--- src/rtl/spu_result_pipe_if.sv ---
// spu_result_pipe_if: data, control, branch-redirect and forwarding signals of
// the SPU dual-issue result pipeline. The pipeline itself uses the slave modport.
interface spu_result_pipe_if #(
  parameter int DATA_W = 128,
  parameter int ADDR_W = 7,
  parameter int UID_W  = 3
);
  // Pipeline control
  logic              stall;
  logic              flush;
  // Entry into stage 0
  logic [ADDR_W-1:0] in_rtaddr_e;
  logic [ADDR_W-1:0] in_rtaddr_o;
  logic              in_wreg_e;
  logic              in_wreg_o;
  logic [DATA_W-1:0] in_rt_e;
  logic [DATA_W-1:0] in_rt_o;
  logic [UID_W-1:0]  in_uid_e;
  logic [UID_W-1:0]  in_uid_o;
  logic [31:0]       in_mem_addr_o;
  logic              in_branch_flag;
  logic [31:0]       in_branch_target;
  logic [31:0]       in_link_addr;
  logic              in_delayslot;
  // Writeback (last stage)
  logic [ADDR_W-1:0] out_rtaddr_e;
  logic [ADDR_W-1:0] out_rtaddr_o;
  logic              out_wreg_e;
  logic              out_wreg_o;
  logic [DATA_W-1:0] out_rt_e;
  logic [DATA_W-1:0] out_rt_o;
  logic [UID_W-1:0]  out_uid_e;
  logic [UID_W-1:0]  out_uid_o;
  logic [31:0]       out_mem_addr_o;
  // Redirect to the PC register
  logic              br_flag;
  logic [31:0]       br_target;
  logic              br_delayslot;
  // Forwarding lookup
  logic [ADDR_W-1:0] fwd_addr;
  logic              fwd_hit;
  logic [DATA_W-1:0] fwd_data;

  modport slave (
    input  stall, flush,
    input  in_rtaddr_e, in_rtaddr_o, in_wreg_e, in_wreg_o, in_rt_e, in_rt_o,
    input  in_uid_e, in_uid_o, in_mem_addr_o,
    input  in_branch_flag, in_branch_target, in_link_addr, in_delayslot,
    input  fwd_addr,
    output out_rtaddr_e, out_rtaddr_o, out_wreg_e, out_wreg_o, out_rt_e, out_rt_o,
    output out_uid_e, out_uid_o, out_mem_addr_o,
    output br_flag, br_target, br_delayslot,
    output fwd_hit, fwd_data
  );

  modport master (
    output stall, flush,
    output in_rtaddr_e, in_rtaddr_o, in_wreg_e, in_wreg_o, in_rt_e, in_rt_o,
    output in_uid_e, in_uid_o, in_mem_addr_o,
    output in_branch_flag, in_branch_target, in_link_addr, in_delayslot,
    output fwd_addr,
    input  out_rtaddr_e, out_rtaddr_o, out_wreg_e, out_wreg_o, out_rt_e, out_rt_o,
    input  out_uid_e, out_uid_o, out_mem_addr_o,
    input  br_flag, br_target, br_delayslot,
    input  fwd_hit, fwd_data
  );
endinterface

--- src/rtl/spu_result_pipe.sv ---
// spu_result_pipe: DEPTH-stage dual-issue (even/odd) result pipeline with stall,
// partial flush of the first FLUSH_DEPTH stages, branch-and-link value
// substitution on entry, a registered branch redirect, and a forwarding lookup.
// Optional feature macro: RESULT_PIPE_FWD_EN builds the forwarding comparators;
// without it fwd_hit/fwd_data are constant 0.
module spu_result_pipe #(
  parameter int DEPTH       = 4,
  parameter int DATA_W      = 128,
  parameter int ADDR_W      = 7,
  parameter int UID_W       = 3,
  parameter int FLUSH_DEPTH = 2
) (
  input  logic             clk,
  input  logic             rst,   // asynchronous, active-low
  spu_result_pipe_if.slave bus
);

  typedef struct packed {
    logic [ADDR_W-1:0] rtaddr_e;
    logic              wreg_e;
    logic [DATA_W-1:0] rt_e;
    logic [UID_W-1:0]  uid_e;
    logic [ADDR_W-1:0] rtaddr_o;
    logic              wreg_o;
    logic [DATA_W-1:0] rt_o;
    logic [UID_W-1:0]  uid_o;
    logic [31:0]       mem_addr_o;
  } stage_t;

  localparam stage_t STAGE_ZERO = '0;

  stage_t      r_stage      [DEPTH];
  stage_t      w_stage_next [DEPTH];
  stage_t      w_in_entry;
  logic        r_br_flag;
  logic [31:0] r_br_target;
  logic        r_br_delayslot;

  // Build the incoming entry; a taken branch replaces the odd value with the
  // link address in the preferred-slot word
  always_comb begin
    w_in_entry            = STAGE_ZERO;
    w_in_entry.rtaddr_e   = bus.in_rtaddr_e;
    w_in_entry.wreg_e     = bus.in_wreg_e;
    w_in_entry.rt_e       = bus.in_rt_e;
    w_in_entry.uid_e      = bus.in_uid_e;
    w_in_entry.rtaddr_o   = bus.in_rtaddr_o;
    w_in_entry.wreg_o     = bus.in_wreg_o;
    w_in_entry.rt_o       = bus.in_branch_flag ? {bus.in_link_addr, {(DATA_W-32){1'b0}}}
                                               : bus.in_rt_o;
    w_in_entry.uid_o      = bus.in_uid_o;
    w_in_entry.mem_addr_o = bus.in_mem_addr_o;
  end

  // Per-stage next value. While stalled, flushed stages are cleared in place.
  // While advancing, a stage is cleared when its source was inside the flush
  // window (for stage 0 the source is the incoming entry).
  for (genvar gi = 0; gi < DEPTH; gi++) begin : g_stage
    localparam bit KILL_HOLD = (gi < FLUSH_DEPTH);
    localparam bit KILL_SRC  = (gi == 0) ? (FLUSH_DEPTH > 0) : (gi <= FLUSH_DEPTH);
    stage_t w_src;
    if (gi == 0) begin : g_head
      assign w_src = w_in_entry;
    end else begin : g_body
      assign w_src = r_stage[gi-1];
    end
    assign w_stage_next[gi] = bus.stall
        ? ((bus.flush && KILL_HOLD) ? STAGE_ZERO : r_stage[gi])
        : ((bus.flush && KILL_SRC)  ? STAGE_ZERO : w_src);
  end

  // Stage registers
  always_ff @(posedge clk or negedge rst) begin
    if (!rst) begin
      for (int k = 0; k < DEPTH; k++) r_stage[k] <= STAGE_ZERO;
    end else begin
      for (int k = 0; k < DEPTH; k++) r_stage[k] <= w_stage_next[k];
    end
  end

  // Branch redirect sideband: one-cycle register, held during stall
  always_ff @(posedge clk or negedge rst) begin
    if (!rst) begin
      r_br_flag      <= 1'b0;
      r_br_target    <= 32'h0;
      r_br_delayslot <= 1'b0;
    end else if (!bus.stall) begin
      r_br_flag      <= bus.in_branch_flag & ~bus.flush;
      r_br_target    <= bus.in_branch_target;
      r_br_delayslot <= bus.in_delayslot;
    end
  end

  assign bus.out_rtaddr_e   = r_stage[DEPTH-1].rtaddr_e;
  assign bus.out_wreg_e     = r_stage[DEPTH-1].wreg_e;
  assign bus.out_rt_e       = r_stage[DEPTH-1].rt_e;
  assign bus.out_uid_e      = r_stage[DEPTH-1].uid_e;
  assign bus.out_rtaddr_o   = r_stage[DEPTH-1].rtaddr_o;
  assign bus.out_wreg_o     = r_stage[DEPTH-1].wreg_o;
  assign bus.out_rt_o       = r_stage[DEPTH-1].rt_o;
  assign bus.out_uid_o      = r_stage[DEPTH-1].uid_o;
  assign bus.out_mem_addr_o = r_stage[DEPTH-1].mem_addr_o;
  assign bus.br_flag        = r_br_flag;
  assign bus.br_target      = r_br_target;
  assign bus.br_delayslot   = r_br_delayslot;

`ifdef RESULT_PIPE_FWD_EN
  logic              w_fwd_hit;
  logic [DATA_W-1:0] w_fwd_data;

  // Forwarding lookup: scan oldest to youngest so the youngest match wins;
  // odd is tested before even so even wins within a stage
  always_comb begin
    w_fwd_hit  = 1'b0;
    w_fwd_data = '0;
    for (int k = DEPTH - 1; k >= 0; k--) begin
      if (r_stage[k].wreg_o && (r_stage[k].rtaddr_o == bus.fwd_addr)) begin
        w_fwd_hit  = 1'b1;
        w_fwd_data = r_stage[k].rt_o;
      end
      if (r_stage[k].wreg_e && (r_stage[k].rtaddr_e == bus.fwd_addr)) begin
        w_fwd_hit  = 1'b1;
        w_fwd_data = r_stage[k].rt_e;
      end
    end
  end

  assign bus.fwd_hit  = w_fwd_hit;
  assign bus.fwd_data = w_fwd_data;
`else
  logic [ADDR_W-1:0] w_fwd_addr_unused;
  assign w_fwd_addr_unused = bus.fwd_addr;
  assign bus.fwd_hit       = 1'b0;
  assign bus.fwd_data      = '0;
`endif

endmodule

--- src/flat_wrapper.sv ---
// flat-port wrapper written by rule: the top's interface ports become plain ports
module spu_result_pipe_flat 
#(
  parameter int DEPTH       = 4,
  parameter int DATA_W      = 128,
  parameter int ADDR_W      = 7,
  parameter int UID_W       = 3,
  parameter int FLUSH_DEPTH = 2
)
  (clk, rst, bus_stall, bus_flush, bus_in_rtaddr_e, bus_in_rtaddr_o, bus_in_wreg_e, bus_in_wreg_o, bus_in_rt_e, bus_in_rt_o, bus_in_uid_e, bus_in_uid_o, bus_in_mem_addr_o, bus_in_branch_flag, bus_in_branch_target, bus_in_link_addr, bus_in_delayslot, bus_fwd_addr, bus_out_rtaddr_e, bus_out_rtaddr_o, bus_out_wreg_e, bus_out_wreg_o, bus_out_rt_e, bus_out_rt_o, bus_out_uid_e, bus_out_uid_o, bus_out_mem_addr_o, bus_br_flag, bus_br_target, bus_br_delayslot, bus_fwd_hit, bus_fwd_data);
  spu_result_pipe_if #(.DATA_W(DATA_W), .ADDR_W(ADDR_W), .UID_W(UID_W)) bus_i ();
  input  logic clk;
  input  logic rst;
  input wire logic [$bits(bus_i.stall)-1:0] bus_stall;
  input wire logic [$bits(bus_i.flush)-1:0] bus_flush;
  input wire logic [$bits(bus_i.in_rtaddr_e)-1:0] bus_in_rtaddr_e;
  input wire logic [$bits(bus_i.in_rtaddr_o)-1:0] bus_in_rtaddr_o;
  input wire logic [$bits(bus_i.in_wreg_e)-1:0] bus_in_wreg_e;
  input wire logic [$bits(bus_i.in_wreg_o)-1:0] bus_in_wreg_o;
  input wire logic [$bits(bus_i.in_rt_e)-1:0] bus_in_rt_e;
  input wire logic [$bits(bus_i.in_rt_o)-1:0] bus_in_rt_o;
  input wire logic [$bits(bus_i.in_uid_e)-1:0] bus_in_uid_e;
  input wire logic [$bits(bus_i.in_uid_o)-1:0] bus_in_uid_o;
  input wire logic [$bits(bus_i.in_mem_addr_o)-1:0] bus_in_mem_addr_o;
  input wire logic [$bits(bus_i.in_branch_flag)-1:0] bus_in_branch_flag;
  input wire logic [$bits(bus_i.in_branch_target)-1:0] bus_in_branch_target;
  input wire logic [$bits(bus_i.in_link_addr)-1:0] bus_in_link_addr;
  input wire logic [$bits(bus_i.in_delayslot)-1:0] bus_in_delayslot;
  input wire logic [$bits(bus_i.fwd_addr)-1:0] bus_fwd_addr;
  output wire logic [$bits(bus_i.out_rtaddr_e)-1:0] bus_out_rtaddr_e;
  output wire logic [$bits(bus_i.out_rtaddr_o)-1:0] bus_out_rtaddr_o;
  output wire logic [$bits(bus_i.out_wreg_e)-1:0] bus_out_wreg_e;
  output wire logic [$bits(bus_i.out_wreg_o)-1:0] bus_out_wreg_o;
  output wire logic [$bits(bus_i.out_rt_e)-1:0] bus_out_rt_e;
  output wire logic [$bits(bus_i.out_rt_o)-1:0] bus_out_rt_o;
  output wire logic [$bits(bus_i.out_uid_e)-1:0] bus_out_uid_e;
  output wire logic [$bits(bus_i.out_uid_o)-1:0] bus_out_uid_o;
  output wire logic [$bits(bus_i.out_mem_addr_o)-1:0] bus_out_mem_addr_o;
  output wire logic [$bits(bus_i.br_flag)-1:0] bus_br_flag;
  output wire logic [$bits(bus_i.br_target)-1:0] bus_br_target;
  output wire logic [$bits(bus_i.br_delayslot)-1:0] bus_br_delayslot;
  output wire logic [$bits(bus_i.fwd_hit)-1:0] bus_fwd_hit;
  output wire logic [$bits(bus_i.fwd_data)-1:0] bus_fwd_data;
  assign bus_i.stall = bus_stall;
  assign bus_i.flush = bus_flush;
  assign bus_i.in_rtaddr_e = bus_in_rtaddr_e;
  assign bus_i.in_rtaddr_o = bus_in_rtaddr_o;
  assign bus_i.in_wreg_e = bus_in_wreg_e;
  assign bus_i.in_wreg_o = bus_in_wreg_o;
  assign bus_i.in_rt_e = bus_in_rt_e;
  assign bus_i.in_rt_o = bus_in_rt_o;
  assign bus_i.in_uid_e = bus_in_uid_e;
  assign bus_i.in_uid_o = bus_in_uid_o;
  assign bus_i.in_mem_addr_o = bus_in_mem_addr_o;
  assign bus_i.in_branch_flag = bus_in_branch_flag;
  assign bus_i.in_branch_target = bus_in_branch_target;
  assign bus_i.in_link_addr = bus_in_link_addr;
  assign bus_i.in_delayslot = bus_in_delayslot;
  assign bus_i.fwd_addr = bus_fwd_addr;
  assign bus_out_rtaddr_e = bus_i.out_rtaddr_e;
  assign bus_out_rtaddr_o = bus_i.out_rtaddr_o;
  assign bus_out_wreg_e = bus_i.out_wreg_e;
  assign bus_out_wreg_o = bus_i.out_wreg_o;
  assign bus_out_rt_e = bus_i.out_rt_e;
  assign bus_out_rt_o = bus_i.out_rt_o;
  assign bus_out_uid_e = bus_i.out_uid_e;
  assign bus_out_uid_o = bus_i.out_uid_o;
  assign bus_out_mem_addr_o = bus_i.out_mem_addr_o;
  assign bus_br_flag = bus_i.br_flag;
  assign bus_br_target = bus_i.br_target;
  assign bus_br_delayslot = bus_i.br_delayslot;
  assign bus_fwd_hit = bus_i.fwd_hit;
  assign bus_fwd_data = bus_i.fwd_data;
  spu_result_pipe #(.DEPTH(DEPTH), .DATA_W(DATA_W), .ADDR_W(ADDR_W), .UID_W(UID_W), .FLUSH_DEPTH(FLUSH_DEPTH)) u_core (.clk(clk), .rst(rst), .bus(bus_i));
endmodule
--- config.mk ---
export PLATFORM = sky130hd
export DESIGN_NAME = spu_result_pipe_flat
export DESIGN_NICKNAME = d
export VERILOG_FILES = /design/src/rtl/spu_result_pipe_if.sv /design/src/rtl/spu_result_pipe.sv /design/src/flat_wrapper.sv
export SDC_FILE = /design/constraint.sdc
export NUM_CORES = 2
export LEC_CHECK = 0
export CAP_MARGIN = 20
export CELL_PAD_IN_SITES_DETAIL_PLACEMENT = 1
export CELL_PAD_IN_SITES_GLOBAL_PLACEMENT = 1
export CORE_ASPECT_RATIO = 1.25
export CORE_MARGIN = 2
export CORE_UTILIZATION = 35
export CTS_CLUSTER_SIZE = 40
export DETAILED_ROUTE_END_ITERATION = 10
export PLACE_DENSITY = 0.71
export SLEW_MARGIN = 0
export SYNTH_ARGS = -nofsm -noshare
export SYNTH_HDL_FRONTEND = slang
export SYNTH_SLANG_ARGS = --single-unit
--- constraint.sdc ---
create_clock -name clk -period 1.35 [get_ports clk]
set_input_delay 0.2025 -clock clk [delete_from_list [all_inputs] [get_ports clk]]
set_output_delay 0.2025 -clock clk [all_outputs]
set_load 0.01 [all_outputs]
==> load_flow_metrics.sql <==
INSERT INTO impl_metrics (metric_group, metric, value, unit) VALUES
('grt', 'global_route_wire_length_before_repair', '213', 'mm'),
('critical_path', 'worst_path_largest_cell_delay', '0.43', 'ns'),
('critical_path', 'cpLargestDelayFamily', 'flip-flops', ''),
('finish', 'layout-drive-gt1-share', '26.2', '%'),
('synth', 'post_synth_instance_area', '50200', 'um^2'),
('sta', 'holdWs', '0.0537', 'ns'),
('finish', 'design.final.nets', '5194', ''),
('critical_path', 'crit_chain', 'buf_2', ''),
('power', 'p_per_area', '1280', 'nW/um^2'),
('sta', 'grt_setup_unrepaired', 'true', ''),
('clock_tree', 'tritoncts_clock_tree', 'done', ''),
('clock_tree', 'clk_root_buffer_cell', 'sky130_fd_sc_hd__clkbuf_16', ''),
('clock_tree', 'ctsHtreeMaxLevel', '4', ''),
('synth', 'post-synth-top-area-cell', 'sky130_fd_sc_hd__dfrtp_1', ''),
('critical_path', 'critPathSlowestCell', 'sky130_fd_sc_hd__dfrtp_1', ''),
('synth', 'synth.yosys.seq_area_share', '63.5', '%'),
('route', 'via_density', '4.83', ''),
('synth', 'syn_avg_cell_area', '13.6', 'um^2'),
('finish', 'fillCellCount', '14500', ''),
('sta', 'finalSetupViolations', '344', ''),
('clock_tree', 'clockBufferDepth', '3', ''),
('critical_path', 'worst-path-max-fanout', '2', ''),
('die', 'boundaryPins', '860', ''),
('die', 'initial_core_util', '35.2', '%'),
('grt', 'grt.total_usage', '18.7', '%'),
('route', 'final_antenna_net_count', '0', ''),
('sta', 'maxClockFrequency', '635', 'MHz'),
('sta', 'timing_worst_slew_pin_value', '0.503', 'ns'),
('run', 'max-cap-violations', '0', ''),
('run_status', 'outcome', 'finished with violations', ''),
('die', 'floorplan.die.width', '343', 'um'),
('min_path', 'hold_path_class', 'in2reg', ''),
('sta', 'slew_viol_final', '0', ''),
('place', 'io_buffer_count', '723', ''),
('synth', 'synth_top_flop_cell', 'sky130_fd_sc_hd__dfrtp_1', ''),
('synth', 'synth.area.top_cells', 'sky130_fd_sc_hd__dfrtp_1 63%, sky130_fd_sc_hd__mux2i_1 10%, sky130_fd_sc_hd__mux2_2 7.7%', ''),
('route', 'totalWireLength', '140', 'mm'),
('grt', 'antenna_violations_before_repair', '23', ''),
('critical_path', 'path_depth', '1', ''),
('route', 'wl_per_cell', '20.6', 'um'),
('route', 'drc_errors', '0', ''),
('critical_path', 'reg2reg_to', 'u_core.bus.out_rt_o[117]', ''),
('power', 'fin_total_pwr', '85.9', 'mW'),
('sta', 'setup_total_negative_slack', '-54.70', 'ns'),
('min_path', 'worstHoldPathCells', '3', ''),
('synth', 'ys_ff_latch', '1274', ''),
('critical_path', 'timing.reg2reg.setup_slack', '0.28', 'ns'),
('route', 'initialDrtViolationCount', '1322', ''),
('sta', 'layout_setup_ws', '-0.226', 'ns'),
('die', 'die_h', '428', 'um'),
('min_path', 'worstHoldStart', 'bus_in_rt_e[92]', ''),
('run_status', 'failing_checks', 'negative setup slack', ''),
('critical_path', 'worstRegToRegCells', '3', ''),
('synth', 'synth_async_sr_flop_share', '100', '%'),
('sta', 'period_needed', '1.58', 'ns'),
('grt', 'first_global_vias', '36200', ''),
('critical_path', 'critical_path.n_buffers_inverters', '1', ''),
('synth', 'yosysWarnings', '0', ''),
('sta', 'clock_skew', '0.0375', 'ns'),
('clock_tree', 'cts_made_buffers', '133', ''),
('grt', 'grt_start_max_net_pins', '74', ''),
('critical_path', 'cp_data_arrival_time', '1.37', 'ns'),
('place', 'place_hpwl', '95.3', 'mm'),
('route', 'dr.pass1.iters', '5', ''),
('critical_path', 'cp-start-kind', 'flop', ''),
('grt', 'residual_overflow_from_global_routing', '0', ''),
('critical_path', 'regToRegStartpoint', 'u_core.bus.out_rt_o[117]', ''),
('clock_tree', 'cts_sinks', '1274', ''),
('power', 'leakage', '33.7', 'nW'),
('synth', 'ys_top_cells_by_count', '1274 x sky130_fd_sc_hd__dfrtp_1, 524 x sky130_fd_sc_hd__mux2i_1, 493 x sky130_fd_sc_hd__nor2_1, 343 x sky130_fd_sc_hd__mux2_2, 311 x sky130_fd_sc_hd__a22o_1', ''),
('critical_path', 'endpoint_kind', 'output pin', '');
## stage by stage
stage	instances	util, %	setup slack, ns	instance area [um^2]
5_1_grt	6799	47.2	-0.282	67300
6_report	6801	47.2	-0.226	67300
2_1_floorplan	3829	-	0.0788	50700
4_1_cts	6748	46.8	-0.309	66700
3_5_place_dp	6327	42.9	-0.212	61200
3_3_place_gp	6327	42.9	-0.226	61200
## registers in the layout, indices dropped and copies added (netlist names)
register and cells:
u_core.bus.out_rt_o 128, u_core.g_stage.w_src 930, u_core.bus.br_delayslot 1, u_core.bus.br_target 32
u_core.bus.out_uid_e 3, u_core.bus.out_wreg_o 1, u_core.bus.out_rtaddr_e 7, u_core.bus.out_wreg_e 1
u_core.bus.out_uid_o 3, u_core.bus.br_flag 1, u_core.bus.out_mem_addr_o 32, u_core.bus.out_rtaddr_o 7
u_core.bus.out_rt_e 128
## final cells by class
cell class	count	area, um^2	area share [%]
antenna	9	22.5	0.0335
tap	1884	2360	3.50
clock buffer	197	3910	5.81
sequential	1274	31900	47.4
timing repair buffer	1245	12300	18.3
inverter	1	3.75	0.00558
multi-input combinational	2152	16300	24.2
clock inverter	39	537	0.797
## placed cells by master, fill, tap and decap left out, types with 15 or more instances in the layout
cell	instances
sky130_fd_sc_hd__buf_12	96
sky130_fd_sc_hd__a22o_1	311
sky130_fd_sc_hd__nand2_1	96
sky130_fd_sc_hd__buf_6	209
sky130_fd_sc_hd__clkinv_2	15
sky130_fd_sc_hd__mux2_2	343
sky130_fd_sc_hd__dfrtp_1	1271
sky130_fd_sc_hd__or3b_1	96
sky130_fd_sc_hd__clkbuf_16	136
sky130_fd_sc_hd__clkdlybuf4s50_1	375
sky130_fd_sc_hd__nor2_1	492
sky130_fd_sc_hd__a211oi_1	32
sky130_fd_sc_hd__clkbuf_8	30
sky130_fd_sc_hd__buf_4	295
sky130_fd_sc_hd__dlygate4sd3_1	132
sky130_fd_sc_hd__mux2i_1	524
sky130_fd_sc_hd__a21oi_1	96
sky130_fd_sc_hd__nor2b_1	32
sky130_fd_sc_hd__buf_2	134
sky130_fd_sc_hd__clkbuf_1	32
sky130_fd_sc_hd__conb_1	129
## repair_timing
action,4_1_cts,5_1_grt
gates cloned,0,1
resized for setup,1655,43
endpoints found under the setup margin,344,437
hold buffers,134,0
endpoints found under the hold margin,1446,0
setup buffers,51,43
## worst max-delay path by stage
stage | from | endpoint
detailed placement | bus_in_branch_flag | u_core.g_stage[1].w_src[149]
CTS | u_core.bus.out_mem_addr_o[28] | bus_out_mem_addr_o[28]
global placement | bus_in_branch_flag | u_core.g_stage[1].w_src[153]
floorplan | bus_stall | u_core.bus.out_rt_e[100]
global route | u_core.bus.out_mem_addr_o[28] | bus_out_mem_addr_o[28]
finish | u_core.bus.out_rt_o[73] | bus_out_rt_o[73]
## metal layers
| metal | wire (um) | up-vias | part of all wire [%] | track usage [%] |
|---|---|---|---|---|
| met3 | 9640 | 228 | 6.9 | 5.40 |
| met1 | 57200 | 16900 | 41 | 22.9 |
| met5 | 140 | - | 0.10 | 0 |
| met2 | 68700 | 808 | 49 | 31.4 |
| li1 | - | 14900 | - | - |
| met4 | 4290 | 22 | 3.1 | 7.12 |
## worst min-delay path, cell delays in order
cell and delay, ns:
sky130_fd_sc_hd__clkdlybuf4s50_1 0.41, sky130_fd_sc_hd__mux2i_1 0.13, sky130_fd_sc_hd__nor2_1 0.05
## logic make-up (layout without fill, tap and decap cells)
kind of cell,after synthesis,after routing,synth area share (%)
simple gates,717,717,6.48
mux,867,867,18.1
buf+inv,403,1482,5.04
flops,1274,1274,63.5
compound gates,439,439,6.86
other cells,1,138,0.00747
## power breakdown
part	leakage [nW]	internal (mW)	switching (mW)	total (mW)
combinational	14.1	4.21	4.11	8.32
sequential	17.4	39.5	0.845	40.3
clock	2.18	21.6	15.7	37.3
Note: power is estimated with default switching activity, not from simulation.
